## src/rtl/rot_arbiter.sv

```systemverilog
// rot_arbiter: round-robin arbiter sharing one 8-bit rotator across N_REQ requesters.
// Define ROT_ARB_STATS_EN to add saturating per-requester grant counters (grant_cnt).
module rot_arbiter #(
  parameter int N_REQ = 4,
  localparam int ID_W = $clog2(N_REQ)
) (
  input  logic                 clk,
  input  logic                 rst_n,
  input  logic [N_REQ-1:0]     req_valid,
  output logic [N_REQ-1:0]     req_ready,
  input  logic [8*N_REQ-1:0]   req_data,
  input  logic [3*N_REQ-1:0]   req_amt,
  input  logic [N_REQ-1:0]     req_dir,
  output logic                 rsp_valid,
  input  logic                 rsp_ready,
  output logic [7:0]           rsp_data,
  output logic [ID_W-1:0]      rsp_id
`ifdef ROT_ARB_STATS_EN
  ,
  output logic [16*N_REQ-1:0]  grant_cnt
`endif
);
  logic [ID_W-1:0] ptr_q, ptr_d, gnt, rsp_id_q, rsp_id_d;
  logic            rsp_valid_q, rsp_valid_d, can_accept, xfer, dir;
  logic [7:0]      rsp_data_q, rsp_data_d, a, y;
  logic [2:0]      k;
  logic [15:0]     dd;
  // Scan downward so the lowest offset from ptr is written last and wins.
  always_comb begin
    gnt = ptr_q;
    for (int j = N_REQ - 1; j >= 0; j--)
      if (req_valid[(int'(ptr_q) + j) % N_REQ]) gnt = ID_W'((int'(ptr_q) + j) % N_REQ);
  end
  // Rotating the doubled byte keeps every bit: left takes the high half, right the low half.
  always_comb begin
    a   = req_data[8*gnt +: 8];
    k   = req_amt[3*gnt +: 3];
    dir = req_dir[gnt];
    dd  = dir ? ({a, a} >> k) : ({a, a} << k);
    y   = dir ? dd[7:0] : dd[15:8];
  end
  always_comb begin
    can_accept     = !rsp_valid_q || rsp_ready;
    xfer           = can_accept && |req_valid;
    req_ready      = '0;
    req_ready[gnt] = xfer;
    ptr_d          = xfer ? ((gnt == ID_W'(N_REQ - 1)) ? '0 : gnt + 1'b1) : ptr_q;
    rsp_valid_d    = xfer || (rsp_valid_q && !rsp_ready);
    rsp_data_d     = xfer ? y : rsp_data_q;
    rsp_id_d       = xfer ? gnt : rsp_id_q;
  end
  always_ff @(posedge clk or negedge rst_n) begin
    if (!rst_n) begin
      ptr_q       <= '0;
      rsp_valid_q <= 1'b0;
      rsp_data_q  <= 8'h00;
      rsp_id_q    <= '0;
    end else begin
      ptr_q       <= ptr_d;
      rsp_valid_q <= rsp_valid_d;
      rsp_data_q  <= rsp_data_d;
      rsp_id_q    <= rsp_id_d;
    end
  end
  assign rsp_valid = rsp_valid_q;
  assign rsp_data  = rsp_data_q;
  assign rsp_id    = rsp_id_q;
`ifdef ROT_ARB_STATS_EN
  logic [N_REQ-1:0][15:0] cnt_q, cnt_d;
  always_comb begin
    for (int i = 0; i < N_REQ; i++)
      cnt_d[i] = (req_ready[i] && cnt_q[i] != 16'hFFFF) ? cnt_q[i] + 16'd1 : cnt_q[i];
  end
  always_ff @(posedge clk or negedge rst_n) begin
    if (!rst_n) cnt_q <= '0;
    else cnt_q <= cnt_d;
  end
  assign grant_cnt = cnt_q;
`endif
endmodule

```

## config.mk

```make
export PLATFORM = sky130hd
export DESIGN_NAME = rot_arbiter
export DESIGN_NICKNAME = d
export VERILOG_FILES = /design/src/rtl/rot_arbiter.sv
export SDC_FILE = /design/constraint.sdc
export NUM_CORES = 1
export LEC_CHECK = 0
export CAP_MARGIN = 20
export CORE_ASPECT_RATIO = 1.75
export CORE_MARGIN = 5
export CORE_UTILIZATION = 43
export CTS_CLUSTER_DIAMETER = 120
export DETAILED_ROUTE_END_ITERATION = 8
export GPL_ROUTABILITY_DRIVEN = 0
export PLACE_DENSITY = 0.81
export SYNTH_ARGS = -nofsm -noshare
export SYNTH_HDL_FRONTEND = slang
export SYNTH_SLANG_ARGS = --single-unit
```

## constraint.sdc

```tcl
create_clock -name clk -period 3.3 [get_ports clk]
set_input_delay 0.33 -clock clk [delete_from_list [all_inputs] [get_ports clk]]
set_output_delay 0.33 -clock clk [all_outputs]
set_load 0.005 [all_outputs]
```

# Word level (Yosys, flattened, before mapping)
# Index checks and enable logic that the tools add are counted.
[totals]
regBits = 13
input_bits = 55
output_inout_bits = 15
elab_cells = 57
[op_classes]
addsub = 4
n_mul = 1
magnitude_cmp = 6
eq_ne = 1
n_shift = 4
n_mux = 22
n_bitwise = 4
n_reduce_logical = 11
[ops]
columns = ["cell", "count"]
rows = [
  ["variable part select 32 x 6 -> 8 bit", 1],
  ["2-to-1 mux 16 bit", 1],
  ["left shift 16 x 3 -> 16 bit", 1],
  [">> shifter 16 x 3 -> 16 bit", 1],
  ["< comparator 3 x 4 -> 1 bit, second input constant", 3],
  ["variable part select 12 x 5 -> 3 bit", 1],
  ["binary-select mux 1 bit (select 2 bit)", 5],
  ["2-to-1 mux 2 bit", 5],
  ["2-to-1 mux 1 bit", 9],
  ["2-to-1 mux 8 bit", 1],
  ["< comparator 2 x 3 -> 1 bit, second input constant", 2],
  ["OR reduction 2 bit", 3],
  ["adder 2 x 1 -> 2 bit, second input constant", 2],
  ["adder 2 bit, second input constant", 2],
  ["AND 4 bit", 1],
  ["multiplier 2 x 2 -> 4 bit, first input constant", 1],
  ["OR reduction 4 bit", 1],
  ["AND 1 bit, first input constant", 3],
  ["logical AND 1 bit", 3],
  ["demux 1 bit (select 2 bit)", 1],
  ["equality test 2 bit, second input constant", 1],
  [">= comparator 2 x 1 -> 1 bit, second input constant", 1],
  ["zero test 1 bit", 2],
  ["logical OR 1 bit", 2],
]

# Longest topological paths before layout
[logic_depth]
word_depth = 15
depth_mapped = 12
ltp_nobuf = 10

# Worst setup path before layout
# Ideal clock, no wire load.
[synth_timing]
path_type = "register -> register"
start = "reg ptr_q[0]"
end = "reg rsp_data_q[1] (netlist: rsp_data[1])"
setup_ns = 0.146
arrival_time_ns = 2.486
required_time_ns = 3.154
slack_ns = 0.669
path_stages_with_launch = 11
n_path_buf = 2
synth_period_minus_slack_ns = 2.631
path_cell_list = "dfrtp_1 -> and2b_1 -> a21oi_1 -> o221ai_2 -> buf_2 -> nand3_1 -> o21ai_1 -> buf_4 -> mux2_1 -> mux2i_1 -> a211oi_1"
[synth_between]
elab_chain_cells = 13
elab_cells_between_ends = 27
cone_classes = "3 x add/sub; 1 x mul; 4 x shift; 19 x mux"
[synth_lines]
columns = ["item", "line", "source"]
rows = [
  ["from (decl)", "23", "logic [ID_W-1:0] ptr_q, ptr_d, gnt, rsp_id_q, rsp_id_d;"],
  ["from (signal assigned)", "59", "ptr_q <= ptr_d;"],
  ["adder 2 bit", "32", "if (req_valid[(int'(ptr_q) + j) % N_REQ]) gnt = ID_W'((int'(ptr_q) + j) % N_REQ);"],
  ["binary-select mux 1 bit (select 2 bit)", "32", ""],
  ["2-to-1 mux 1 bit (not written as such) (2 in a row)", "32", ""],
  ["2-to-1 mux 2 bit (3 in a row)", "32", ""],
  ["2-to-1 mux 2 bit *", "32", ""],
  ["multiplier 2 x 2 -> 4 bit", "37", "k = req_amt[3*gnt +: 3];"],
  ["variable part select 12 x 5 -> 3 bit", "37", ""],
  ["left shift 16 x 3 -> 16 bit / >> shifter 16 x 3 -> 16 bit (equally long branches)", "39", "dd = dir ? ({a, a} >> k) : ({a, a} << k);"],
  ["2-to-1 mux 16 bit", "39", ""],
  ["2-to-1 mux 8 bit *", "40", "y = dir ? dd[7:0] : dd[15:8];"],
  ["to (signal assigned)", "61", "rsp_data_q <= rsp_data_d;"],
  ["to (decl)", "25", "logic [7:0] rsp_data_q, rsp_data_d, a, y;"],
]
# Mark *: on every way between the ends. The rest lies on a longest branch, timed or not. The select of a mux whose other input is x is not followed.
# A chain may end at the register's enable or synchronous reset.

# Worst setup path after layout
[layout_timing]
start = "in req_valid[2]"
end = "out req_ready[0]"
[layout_between]
elab_chain_cells = 12
elab_cells_between_ends = 23
cone_classes = "2 x order compare; 17 x mux; 1 x bitwise; 3 x reduce/logical"
[layout_lines]
columns = ["item", "line", "source"]
rows = [
  ["from (decl)", "9", "input logic [N_REQ-1:0] req_valid,"],
  ["binary-select mux 1 bit (select 2 bit)", "32", ""],
  ["2-to-1 mux 1 bit (not written as such) (2 in a row)", "32", ""],
  ["2-to-1 mux 2 bit (4 in a row)", "32", ""],
  ["< comparator 2 x 3 -> 1 bit (not written as such) / >= comparator 2 x 1 -> 1 bit (equally long branches)", "46", "req_ready[gnt] = xfer;"],
  ["logical AND 1 bit (not written as such)", "46", ""],
  ["2-to-1 mux 1 bit (not written as such)", "46", ""],
  ["demux 1 bit (select 2 bit)", "46", ""],
  ["AND 4 bit (no line) *", "-", ""],
  ["to (decl)", "10", "output logic [N_REQ-1:0] req_ready,"],
]
# Marked as above.

==> metrics.yaml <==
sta:
  period_share_pct: 89.7
  max_freq_mhz: 338
  slew_headroom_pct: 60.0
  worst_pin_slew_ns: 0.595
  drv_slew: 0
  setup_viol: 0
  hold_viol: 0
  fin_crit_ns: 2.96
  grt_setup_unrepaired: "false"
  skew_ns: 0.000904
  setup_tns_ns: 0
synth:
  yosysSeqAreaShare_pct: 19.7
  syn_inst: 194
  synth-seq-cells: 13
  syn_nets: 253
  ys_types: 36
  synth_ff_type: "dfrtp_1"
  async_flop_share_pct: 100
  syn_area_per_cell_sq_um: 8.50
  synth_edf_count: 0
  synth_area_sq_um: 1650
  synth_warnings: 0
clocking:
  holdBufCountCts: 0
  cts_buffer_depth: 2
  cts_tree: "built"
  insertion_delay_ns: 0.23
  post_cts_resized: 0
  htreeDepth: 1
  post_cts_buffers: 0
  cts_buffers: 3
  clk_pin_slew_worst_paths_ns: 0.05
  numClockSinks: 13
  cts_root_buffer: "clkbuf_8"
status:
  status: "completed"
die:
  num_rows: 29
  core_sq_um: 3660
  fp.dieH_um: 91.9
  start_util_pct: 45.0
  fp.dieArea_sq_um: 5220
  dieWidth_um: 56.8
  io_pins: 70
pwr:
  finalPower_mw: 2.05
  ir_drop_mv: 0.538
  leakage_nw: 1.02
  p_per_area_nw_per_um2: 827
worst_setup_path:
  worstPathCellList: "clkdlybuf4s50_1 > nor3b_2 > a2111oi_4 > nor2_4 > clkinv_4 > buf_4 > ha_1 > and2_1 > clkdlybuf4s50_1"
  crit_start: "req_valid[2]"
  worst-setup-path-type: "in -> out"
  crit_family: "buffers and inverters"
  r2r-end: "rsp_data[5]"
  startpoint_type: "input pin"
  worstReg2RegStart: "ptr_q[0]"
  crit_slowest_cell: "clkdlybuf4s50_1"
  cp_common_cell: "clkdlybuf4s50_1"
  reg2reg_setup_slack_ns: 0.54
  cp_num_cells: 9
  critical_path_arrival_ns: 2.63
  end_kind: "primary output"
  r2r_cells: 11
  path_max_fanout: 16
  max_stage_delay_ns: 0.53
  crit_buf_inv: 4
  worstPathRequired_ns: 2.97
  endpoint: "req_ready[0]"
place:
  io_buffer_count: 69
  hpwl_mm: 4.05
global_routing:
  grt_usage_pct: 17.9
  antenna_found_initial: 0
  grt-ovfl-total: 0
  grt_pass1_vias: 1705
  grt_max_degree: 17
  grt_first_pass_wirelength_mm: 7.58
route:
  route.detailed.drc: 0
  first_iter_violations: 54
  vias: 1694
  antenna_left: 0
  dr.pass1.iters: 4
  wl_mm: 4.63
  wl_per_cell_um: 14.8
  vias_per_cell: 5.43
flow_run:
  cap_violations: 0
finish:
  layout.nets: 326
  drive_above_1_share_pct: 12.0
  syn_to_final_growth_pct: 50.2
  insertedDiodeCount: 0
worst_hold_path:
  hold_class: "in -> async"
## how the worst min path moves through the flow
stage	cells after the start	endpoint	startpoint	slack (ns)
floorplan	0	ptr_q[0]	rst_n	0.03
global placement	2	rsp_id[0]	rsp_id[0]	0.47
detailed placement	2	rsp_id[0]	rsp_id[0]	0.47
CTS	1	ptr_q[1]	rst_n	0.46
global route	1	rsp_data[4]	rst_n	0.50
finish	1	ptr_q[1]	rst_n	0.45
## state kept, by name, indices dropped and copies added, names as in the netlist
name       cells
ptr_q          2
rsp_valid      1
rsp_data       8
rsp_id         2
## placed cells by master, fill, tap and decap left out, drive strengths merged, types with 4 or more instances in the layout
cell type      count
clkdlybuf4s50     69
nand2             40
nor2              29
mux2i             24
dfrtp             13
a21oi             12
buf                9
a32o               8
mux4               8
a211oi             8
mux2               8
o21ai              6
inv                4
and2               4
ha                 4
clkbuf             4
## power breakdown
part / leakage [nW] / total, mW / switching (mW) / internal [mW]
clock: 0.0228 / 0.135 / 0.0498 / 0.0848
combinational: 0.849 / 1.64 / 0.778 / 0.865
sequential: 0.144 / 0.271 / 0.0420 / 0.229
total: 1.02 / 2.05 / 0.869 / 1.18
## cells by family (layout without fill, tap and decap cells)
kind of cell,count (synthesis),count (layout),synth area share (%)
and+or+nand+nor,81,81,21.1
AOI/OAI and AO/OA,41,41,20.2
muxes,40,40,31.0
buffers and inverters,15,87,5.01
DFF,13,13,19.7
adders and majority gates,4,4,3.04
## layout make-up
| cell class | count | area (sq um) |
|---|---|---|
| Timing Repair Buffer | 78 | 783 |
| Inverter | 5 | 23.8 |
| Multi-Input combinational cell | 166 | 1240 |
| Sequential cell | 13 | 325 |
| Fill cell | 298 | 1190 |
| Clock buffer | 4 | 45.0 |
| Tap cell | 46 | 57.6 |
## per-stage QoR
stage / hold WS, ns / util, % / setup slack, ns / cell area, sq um / instances
after floorplan: 0.0344 / - / 0.669 / 1650 / 194
after global placement: 0.466 / 66.3 / 0.171 / 2430 / 308
after detailed placement: 0.470 / 66.3 / 0.116 / 2430 / 308
after CTS: 0.463 / 67.6 / 0.318 / 2480 / 312
after global routing: 0.504 / 67.6 / 0.133 / 2480 / 312
final: 0.448 / 67.6 / 0.340 / 2480 / 312
## metal layers
metal	GRT usage, %	vias to the layer above	part of all wire (%)
li1	-	852	-
met1	16.9	795	34
met2	38.2	39	61
met3	1.12	8	2.8
met4	6.00	0	2.2
met5	0	-	0
## synthesized netlist by cell type, types with 2 or more instances
master    count  share of area, %
mux2_2        4               2.7
clkbuf_1      2              0.46
inv_1         4              0.91
a32o_1        8               4.9
nor2_1       28               6.4
nand3_1       3              0.91
and2_1        4               1.5
o21ai_0       4               1.2
a211oi_1      8               3.6
mux2_1        4               2.7
ha_1          4               3.0
a21oi_1      12               3.6
buf_2         5               1.5
mux4_2        8                11
mux2i_1      24                15
buf_4         2              0.91
nand2_1      39               8.9
dfrtp_1      13                20
Power figures use the tool's default switching activity.
